### config.mk
export PLATFORM = sky130hd
export DESIGN_NAME = multi_ch_sync_filter
export DESIGN_NICKNAME = d
export VERILOG_FILES = /design/src/rtl/multi_ch_sync_filter_pkg.sv /design/src/rtl/multi_ch_sync_filter_ch.sv /design/src/rtl/multi_ch_sync_filter.sv
export SDC_FILE = /design/constraint.sdc
export NUM_CORES = 1
export LEC_CHECK = 0
export CAP_MARGIN = 20
export CORE_AREA = 2 2 53 55
export CTS_BUF_LIST = sky130_fd_sc_hd__clkbuf_16
export CTS_CLUSTER_DIAMETER = 40
export DETAILED_ROUTE_END_ITERATION = 16
export DIE_AREA = 0 0 55 57
export PLACE_DENSITY = 0.84
export SLEW_MARGIN = 5
export SYNTH_ARGS = -nofsm -noshare
export SYNTH_HDL_FRONTEND = slang
export SYNTH_SLANG_ARGS = --single-unit
### constraint.sdc
create_clock -name clk -period 2.2 [get_ports clk]
set_input_delay 0.44 -clock clk [delete_from_list [all_inputs] [get_ports clk]]
set_output_delay 0.44 -clock clk [all_outputs]
set_load 0.005 [all_outputs]
### src/rtl/multi_ch_sync_filter_pkg.sv
// Shared types and helpers for the multi-channel synchroniser / glitch filter.
package cdc_sync_pkg;

   typedef enum logic [1:0] {EDGE_NONE, EDGE_RISE, EDGE_FALL} edge_e;

   function automatic int cnt_w(int filter_cyc);
      return $clog2(filter_cyc + 1);
   endfunction

endpackage

### src/rtl/multi_ch_sync_filter_ch.sv
// One channel: sync flop chain, stability counter, filtered level, edge pulses.
// Sticky edge flags exist only when CDC_SYNC_STICKY_EN is defined.
module sync_filter_ch
   import cdc_sync_pkg::*;
#(
   parameter int   SYNC_STAGES = 2,
   parameter int   FILTER_CYC  = 4,
   parameter logic RST_VAL     = 1'b0
) (
   input  logic clk,
   input  logic rst_n,
   input  logic din,
   input  logic clr,
   output logic q,
   output logic rise,
   output logic fall,
   output logic sticky_rise,
   output logic sticky_fall
);

   localparam int            CW   = cnt_w(FILTER_CYC);
   localparam logic [CW-1:0] LAST = CW'(FILTER_CYC - 1);

   logic [SYNC_STAGES-1:0] stg;
   logic                   s;
   logic [CW-1:0]          cnt;
   logic [CW-1:0]          cnt_d;
   logic                   q_d;
   edge_e                  edge_d;

   assign s = stg[SYNC_STAGES-1];

   always_ff @(posedge clk) begin
      if (!rst_n) stg <= {SYNC_STAGES{RST_VAL}};
      else        stg <= {stg[SYNC_STAGES-2:0], din};
   end

   // A level must differ from q for FILTER_CYC consecutive samples before q follows.
   always_comb begin
      cnt_d  = cnt;
      q_d    = q;
      edge_d = EDGE_NONE;
      if (s == q) begin
         cnt_d = '0;
      end else if (cnt == LAST) begin
         cnt_d  = '0;
         q_d    = s;
         edge_d = s ? EDGE_RISE : EDGE_FALL;
      end else begin
         cnt_d = cnt + CW'(1);
      end
   end

   always_ff @(posedge clk) begin
      if (!rst_n) begin
         q    <= RST_VAL;
         cnt  <= '0;
         rise <= 1'b0;
         fall <= 1'b0;
      end else begin
         q    <= q_d;
         cnt  <= cnt_d;
         rise <= (edge_d == EDGE_RISE);
         fall <= (edge_d == EDGE_FALL);
      end
   end

`ifdef CDC_SYNC_STICKY_EN
   // Flags set on the same edge as the pulse; a coincident clear loses.
   always_ff @(posedge clk) begin
      if (!rst_n) begin
         sticky_rise <= 1'b0;
         sticky_fall <= 1'b0;
      end else begin
         sticky_rise <= (sticky_rise & ~clr) | (edge_d == EDGE_RISE);
         sticky_fall <= (sticky_fall & ~clr) | (edge_d == EDGE_FALL);
      end
   end
`else
   logic unused_clr;
   assign unused_clr  = clr;
   assign sticky_rise = 1'b0;
   assign sticky_fall = 1'b0;
`endif

endmodule

### src/rtl/multi_ch_sync_filter.sv
// Multi-channel async-input synchroniser with glitch filter and edge detection.
// Optional sticky edge flags: define CDC_SYNC_STICKY_EN.
module multi_ch_sync_filter #(
   parameter int                NUM_CH      = 4,
   parameter int                SYNC_STAGES = 2,
   parameter int                FILTER_CYC  = 4,
   parameter logic [NUM_CH-1:0] RST_VAL     = '0
) (
   input  logic              clk,
   input  logic              rst_n,
   input  logic [NUM_CH-1:0] din,
   output logic [NUM_CH-1:0] q_o,
   output logic [NUM_CH-1:0] rise_o,
   output logic [NUM_CH-1:0] fall_o,
   input  logic [NUM_CH-1:0] clr_i,
   output logic [NUM_CH-1:0] sticky_rise_o,
   output logic [NUM_CH-1:0] sticky_fall_o
);

   for (genvar c = 0; c < NUM_CH; c++) begin : g_ch
      sync_filter_ch #(
         .SYNC_STAGES (SYNC_STAGES),
         .FILTER_CYC  (FILTER_CYC),
         .RST_VAL     (RST_VAL[c])
      ) u_ch (
         .clk         (clk),
         .rst_n       (rst_n),
         .din         (din[c]),
         .clr         (clr_i[c]),
         .q           (q_o[c]),
         .rise        (rise_o[c]),
         .fall        (fall_o[c]),
         .sticky_rise (sticky_rise_o[c]),
         .sticky_fall (sticky_fall_o[c])
      );
   end

endmodule

# ---- Yosys cells after proc, flatten, opt, wreduce, memory -nomap -nowiden
# Index checks and enable logic that the tools add are counted.
# Widths: inputs -> output; s select.
dict set report word_totals {
  reg_bits 32
  in_bits 10
  output_inout_bits 20
}
dict set report op_classes {
  add_sub_neg 4
  eq_ne 16
  mux 12
  n_bitwise 5
  reduce_logical 8
}
# operator n
set ops {}
lappend ops {{$mux 2} 12}
lappend ops {{$add 3x1->3 const B} 4}
lappend ops {{$eq 3x2->1 const B} 4}
lappend ops {{$reduce_or 3->1} 4}
lappend ops {{$eq 2x1->1 const B} 4}
lappend ops {{$eq 2x2->1 const B} 4}
lappend ops {{$reduce_and 2->1} 4}
lappend ops {{$not 1->1} 5}
lappend ops {{$eq 1x1->1} 4}

# ---- Depth between registers and ports, before layout
# Gate-level depths: netlist of the first run.
dict set report depth {
  ltp_word 4
  ltp_mapped 4
}

# ---- Modules after synthesis
# A second synthesis of the first run with hierarchy kept.
dict set report hier_totals {
  hier_cells 104
  area_unflattened_um2 1161.1
}
# module instances cells_each area_per_inst_um2
set modules_own_cells {}
lappend modules_own_cells {sync_filter_ch 4 26 290.3}

# ---- Least setup slack after synthesis of the first run
# OpenSTA, ideal clock, no wires.
dict set report synth_timing {
  kind {register -> register}
  from {reg g_ch[1].u_ch.cnt[0]}
  to {reg g_ch[1].u_ch.cnt[2]}
  t_arrival_ns 0.982
  t_required_ns 2.104
  setup_slack_ns 1.122
  stages_incl_launch_ff 4
  synth_period_minus_slack_ns 1.078
  path_cell_list {dfxtp_1 > ha_1 > ha_1 > nor4b_1}
}
dict set report synth_via {
  elab_chain_len 2
  elab_cells_between_ends 3
  cone_classes {add/sub (1); eq/ne (1); reduce/logical (1)}
}
# item line_no
set synth_rtl {}
lappend synth_rtl {{start: declaration} multi_ch_sync_filter_ch.sv:26} ;# logic [CW-1:0] cnt;
lappend synth_rtl {{start signal: assignment} multi_ch_sync_filter_ch.sv:62} ;# cnt <= cnt_d;
lappend synth_rtl {{branches (longest 2 deep; another with $add 3x1->3)} --}
# Parallel ways; which one is timed is not known.
# A chain may end at the register's enable or synchronous reset.

# ---- Final worst setup path of the first run
dict set report layout_timing {
  from {reg g_ch[2].u_ch.q}
  to {out q_o[2]}
}
# item line_no
set layout_lines {}
lappend layout_lines {{start: declaration} multi_ch_sync_filter_ch.sv:14} ;# output logic q,
lappend layout_lines {{start signal: assignment} multi_ch_sync_filter_ch.sv:61} ;# q <= q_d;
lappend layout_lines {{end: declaration} multi_ch_sync_filter.sv:12} ;# output logic [NUM_CH-1:0] q_o,
# No word-level cell between the ends.

==> results of run 1 <==
==> registers in the layout, indices dropped and copies added (netlist names) <==
name	flops
g_ch.u_ch.q	4
g_ch.u_ch.cnt	12
g_ch.u_ch.fall	4
g_ch.u_ch.stg	8
g_ch.u_ch.rise	4
==> synth_stat cells <==
cell type  count  share of area
buf_4         20           0.12
ha_1           8          0.077
nor4b_1        8          0.054
mux2i_1        4          0.031
nor3b_2        6          0.058
clkbuf_1       1         0.0029
nor3b_1        2          0.012
buf_6          1         0.0087
conb_1         1         0.0029
nand2_1        4          0.012
and2_1         8          0.039
dfxtp_1       32           0.49
inv_1          4          0.012
xnor2_1        4          0.027
and4bb_2       4          0.039
nor2b_1        4          0.019
==> power breakdown <==
| group | total [mW] | internal [mW] | switching (mW) |
|---|---|---|---|
| sequential | 0.595 | 0.590 | 0.00519 |
| combinational | 0.0337 | 0.0198 | 0.0139 |
| clock | 0.741 | 0.524 | 0.217 |
| total | 1.37 | 1.13 | 0.236 |
==> worst paths after layout <==
path                        from  depth (start not counted)  slack [ps]                   to
max               g_ch[2].u_ch.q                          1         540               q_o[2]
min reg2reg  g_ch[1].u_ch.cnt[0]                          1         430  g_ch[1].u_ch.cnt[0]
min          g_ch[1].u_ch.cnt[0]                          1         430  g_ch[1].u_ch.cnt[0]
max reg2reg  g_ch[2].u_ch.cnt[0]                          3        1030  g_ch[2].u_ch.cnt[2]
==> cells by family after synthesis <==
logic type	count (synthesis)	share of synthesized area
multiplexers	4	0.0308
buffers and inverters	26	0.139
adder cells (fa/ha/maj)	8	0.0770
other	1	0.00288
AND/OR/NAND/NOR	36	0.231
flip-flops	32	0.493
XOR/XNOR	4	0.0269
==> area by class of cell <==
class	count	area, um2
Tap cell	31	38.8
Inverter	4	15.0
Fill cell	227	1070
Sequential cell	32	641
Timing Repair Buffer	18	178
Clock inverter	3	37.5
Multi-Input combinational cell	60	505
Clock buffer	5	125
==> through the flow <==
| step | hold WS [ps] | area (um2) |
|---|---|---|
| 2_1_floorplan | 408 | 1330 |
| 3_3_place_gp | 415 | 1380 |
| 3_5_place_dp | 422 | 1380 |
| 4_1_cts | 429 | 1540 |
| 5_1_grt | 454 | 1540 |
| 6_report | 425 | 1540 |
==> per-layer routing <==
layer / share of wire / routed length [um] / track usage
met2: 0.51 / 833 / 0.209
met5: 0 / 0 / 0
met4: 0.031 / 51 / 0.105
met1: 0.40 / 657 / 0.135
met3: 0.050 / 81 / 0.0550
==> results.py, run 1 <==
metrics = {
    "outcome": {
        "run_status": "completed",
    },
    "grt": {
        "gr-usage-all-layers": 0.133,
        "grt_pass1_wl_um": 2830,
        "grt_max_degree": 24,
        "grt_pass1_vias": 685,
        "antenna_found_initial": 0,
        "grt_overflow": 0,
    },
    "route": {
        "routed_via_density": 4.66,
        "drt_iter0_markers": 7,
        "vias": 713,
        "dr.pass1.iters": 3,
        "routed_wl_um": 1620,
        "drc": 0,
        "wl_per_cell_um": 10.6,
        "postRouteAntennaNets": 0,
    },
    "sta": {
        "slew_viol_final": 0,
        "finalClockSkew_ps": 1.60,
        "tightest_slew_ps": 636,
        "min_period_ps": 1660,
        "rsz0062_at_grt": "no",
        "tns_ps": 0,
        "setup_violations": 0,
        "fin_ws_ps": 545,
        "maxClockFrequency_ghz": 0.604,
        "maxSlewHeadroom": 0.575,
        "hold_viol": 0,
        "min_period_over_period": 0.752,
    },
    "yosys": {
        "ys_warn_count": 0,
        "netlist_area_um2": 1300,
        "syn_area_per_cell_um2": 11.7,
        "ys_seq_elements": 32,
        "synthDistinctLibCells": 16,
        "netlist_instances": 111,
        "synth-seq-area-share": 0.493,
    },
    "setup_path": {
        "crit_chain": "clkdlybuf4s50_1",
        "critPathMaxFanout": 5,
        "cp_data_required_time_ps": 1760,
        "crit_arrival_ps": 1220,
        "critPathKind": "flip-flop to output port",
        "slowest_delay_ps": 530,
        "start_kind": "flip-flop",
        "critPathBufInv": 1,
        "slowest_stage": "clkdlybuf4s50_1",
        "end_kind": "output port",
        "critical-path-top-delay-family": "buffers and inverters",
    },
    "layout": {
        "nets": 139,
        "layout_commonest_cell": "dfxtp_1",
        "antenna_cells": 0,
        "final_util": 0.589,
        "syn_to_final_growth_pct": 18.5,
        "layout_common_cells": "dfxtp_1, clkdlybuf4s50_1",
        "stdcell_count": 153,
        "drive_above_1_share": 0.139,
    },
    "power": {
        "p_total_mw": 1.37,
        "powerDensity_nw_per_um2": 890,
        "peakVddDrop_uv": 598,
        "leakagePower_nw": 0.563,
    },
    "place": {
        "dp_slack_ps": 344,
        "gp_congestion": 0.647,
        "numPortBuffers": 17,
        "dp_cells": 145,
        "dp_hpwl_um": 1190,
    },
    "job": {
        "maxCapViolations": 0,
    },
    "floorplan": {
        "start_util": 0.497,
        "io_pins": 30,
        "die_area_um2": 3140,
        "dieHeight_um": 57,
        "die_w_um": 55,
        "rows": 19,
        "fp.coreArea_um2": 2620,
    },
    "clocking": {
        "cts.repair.resized": 0,
        "cts_tree": "done",
        "cts_max_level": 2,
        "cts.sinks": 32,
        "holdBufCountCts": 0,
        "path_clk_slew_ps": 50,
        "clk_latency_ps": 270,
        "cts_root_buffer": "clkbuf_16",
        "cts_buffers": 5,
        "post_cts.repair.setup_buffers": 0,
        "clockBufferDepth": 2,
    },
    "min_path": {
        "min_path_type": "flip-flop to flip-flop",
    },
}
Note: power is estimated with default switching activity, not from simulation.
==> inputs of run 2 (changes only) <==
--- a/config.mk
+++ b/config.mk
@@ -6,12 +6,12 @@
 export NUM_CORES = 1
 export LEC_CHECK = 0
 export CAP_MARGIN = 20
-export CORE_AREA = 2 2 53 55
+export CORE_AREA = 2 2 56 58
 export CTS_BUF_LIST = sky130_fd_sc_hd__clkbuf_16
 export CTS_CLUSTER_DIAMETER = 40
 export DETAILED_ROUTE_END_ITERATION = 16
-export DIE_AREA = 0 0 55 57
-export PLACE_DENSITY = 0.84
+export DIE_AREA = 0 0 58 60
+export PLACE_DENSITY = 0.77
 export SLEW_MARGIN = 5
 export SYNTH_ARGS = -nofsm -noshare
 export SYNTH_HDL_FRONTEND = slang
==> constraint.sdc (replaced) <==
create_clock -name clk -period 1.7 [get_ports clk]
set_input_delay 0.34 -clock clk [delete_from_list [all_inputs] [get_ports clk]]
set_output_delay 0.34 -clock clk [all_outputs]
set_load 0.005 [all_outputs]
==> results.py, run 2 (synthesis gave the netlist of run 1 again) <==
metrics = {
    "place": {
        "dp_slack_ps": 259,
        "dp_hpwl_um": 1160,
        "numPortBuffers": 17,
        "dp_cells": 147,
        "gp_congestion": 0.632,
    },
    "grt": {
        "antenna_found_initial": 0,
        "gr-usage-all-layers": 0.107,
        "grt_pass1_wl_um": 2710,
        "grt_pass1_vias": 667,
        "grt_max_degree": 29,
        "grt_overflow": 0,
    },
    "layout": {
        "final_util": 0.522,
        "drive_above_1_share": 0.131,
        "layout_common_cells": "dfxtp_1, clkdlybuf4s50_1",
        "layout_commonest_cell": "dfxtp_1",
        "largest_reg_flops": 12,
        "regMostFlops": "g_ch.u_ch.cnt",
        "nets": 139,
        "stdcell_count": 155,
        "syn_to_final_growth_pct": 16.7,
        "antenna_cells": 0,
        "reg.largest.list": "g_ch.u_ch.cnt x12, g_ch.u_ch.stg x8",
    },
    "power": {
        "powerDensity_nw_per_um2": 1060,
        "p_switching_uw": 300,
        "p_clk_frac": 0.495,
        "peakVddDrop_uv": 804,
        "swShare": 0.186,
        "combPwrFrac": 0.027,
        "leakagePower_nw": 0.558,
        "p_total_mw": 1.61,
        "seqPwrFrac": 0.478,
        "p_int_mw": 1.31,
    },
    "setup_path": {
        "start_kind": "flip-flop",
        "rr_startpoint": "g_ch[1].u_ch.cnt[0]",
        "crit_arrival_ps": 1220,
        "crit_start": "g_ch[3].u_ch.q",
        "end_kind": "output port",
        "slowest_stage": "clkdlybuf4s50_1",
        "critPathMaxFanout": 5,
        "slowest_delay_ps": 540,
        "r2r_cells": 3,
        "worstSetupPathDepth": 1,
        "cp_data_required_time_ps": 1360,
        "critPathBufInv": 1,
        "critical-path-top-delay-family": "buffers and inverters",
        "critPathKind": "flip-flop to output port",
        "crit_chain": "clkdlybuf4s50_1",
    },
    "sta": {
        "slew_viol_final": 0,
        "rsz0062_at_grt": "no",
        "hold_viol": 0,
        "min_period_over_period": 0.916,
        "min_period_ps": 1560,
        "fin_ws_ps": 144,
        "tns_ps": 0,
        "finalClockSkew_ps": 2.59,
        "setup_violations": 0,
        "maxClockFrequency_ghz": 0.642,
    },
    "route": {
        "vias": 721,
        "dr.pass1.iters": 4,
        "routed_via_density": 4.65,
        "routed_wl_um": 1600,
        "drt_iter0_markers": 7,
        "drc": 0,
        "wl_per_cell_um": 10.3,
        "postRouteAntennaNets": 0,
    },
    "clocking": {
        "holdBufCountCts": 0,
        "path_clk_slew_ps": 50,
        "cts.sinks": 32,
        "clockBufferDepth": 2,
        "post_cts.repair.setup_buffers": 0,
        "cts_buffers": 5,
        "cts.repair.resized": 0,
        "cts_tree": "done",
        "cts_max_level": 2,
        "clk_latency_ps": 270,
        "cts_root_buffer": "clkbuf_16",
    },
    "min_path": {
        "min_from": "g_ch[2].u_ch.stg[0]",
        "hold_depth": 1,
        "min_path_type": "flip-flop to flip-flop",
    },
    "floorplan": {
        "die_w_um": 58,
        "io_pins": 30,
        "start_util": 0.448,
        "fp.coreArea_um2": 2900,
        "die_area_um2": 3480,
        "dieHeight_um": 60,
        "rows": 20,
    },
    "outcome": {
        "run_status": "completed",
    },
    "job": {
        "maxCapViolations": 0,
    },
}
-- run 2: changes by cell type in the layout (fill, tap and decap cells not counted) --
cell | previous run | this run
inv_1 | 4 | 6
bufinv_16 | 1 | 0
clkinv_1 | 2 | 1
-- run 2: worst paths after layout --
| check | end | slack (ps) |
|---|---|---|
| setup reg to reg | g_ch[1].u_ch.cnt[2] | 540 |
| hold reg to reg | g_ch[2].u_ch.stg[1] | 430 |
| setup / recovery | q_o[3] | 140 |
| hold / removal | g_ch[2].u_ch.stg[1] | 430 |
-- run 2: per-layer routing --
metal | track usage | wire length (um) | vias to the layer above
li1 | - | - | 365
met1 | 0.107 | 627 | 334
met2 | 0.183 | 843 | 19
met3 | 0.0584 | 103 | 3
met4 | 0.0498 | 23 | 0
met5 | 0 | 0 | -
-- run 2: final cells by class --
cell class	count	area (um2)
fill	275	1390
clock buffer	5	125
clock inverter	3	11.3
tap	33	41.3
multi-input combinational	60	505
timing repair buffer	18	178
sequential	32	641
inverter	4	15.0
-- run 2: power by group through the flow --
stage	sequential [mW]	combinational [mW]	clock, mW
2_1_floorplan	0.783	0.0410	0
3_3_place_gp	0.785	0.0419	0
3_5_place_dp	0.785	0.0435	0
4_1_cts	0.771	0.0436	0.823
5_1_grt	0.771	0.0491	0.861
6_report	0.771	0.0431	0.799
-- run 2: stage by stage --
stage / hold slack (ps) / area (um2)
after floorplan: 408 / 1330
after global placement: 415 / 1380
after detailed placement: 423 / 1380
after CTS: 432 / 1520
after global routing: 442 / 1520
final: 428 / 1520
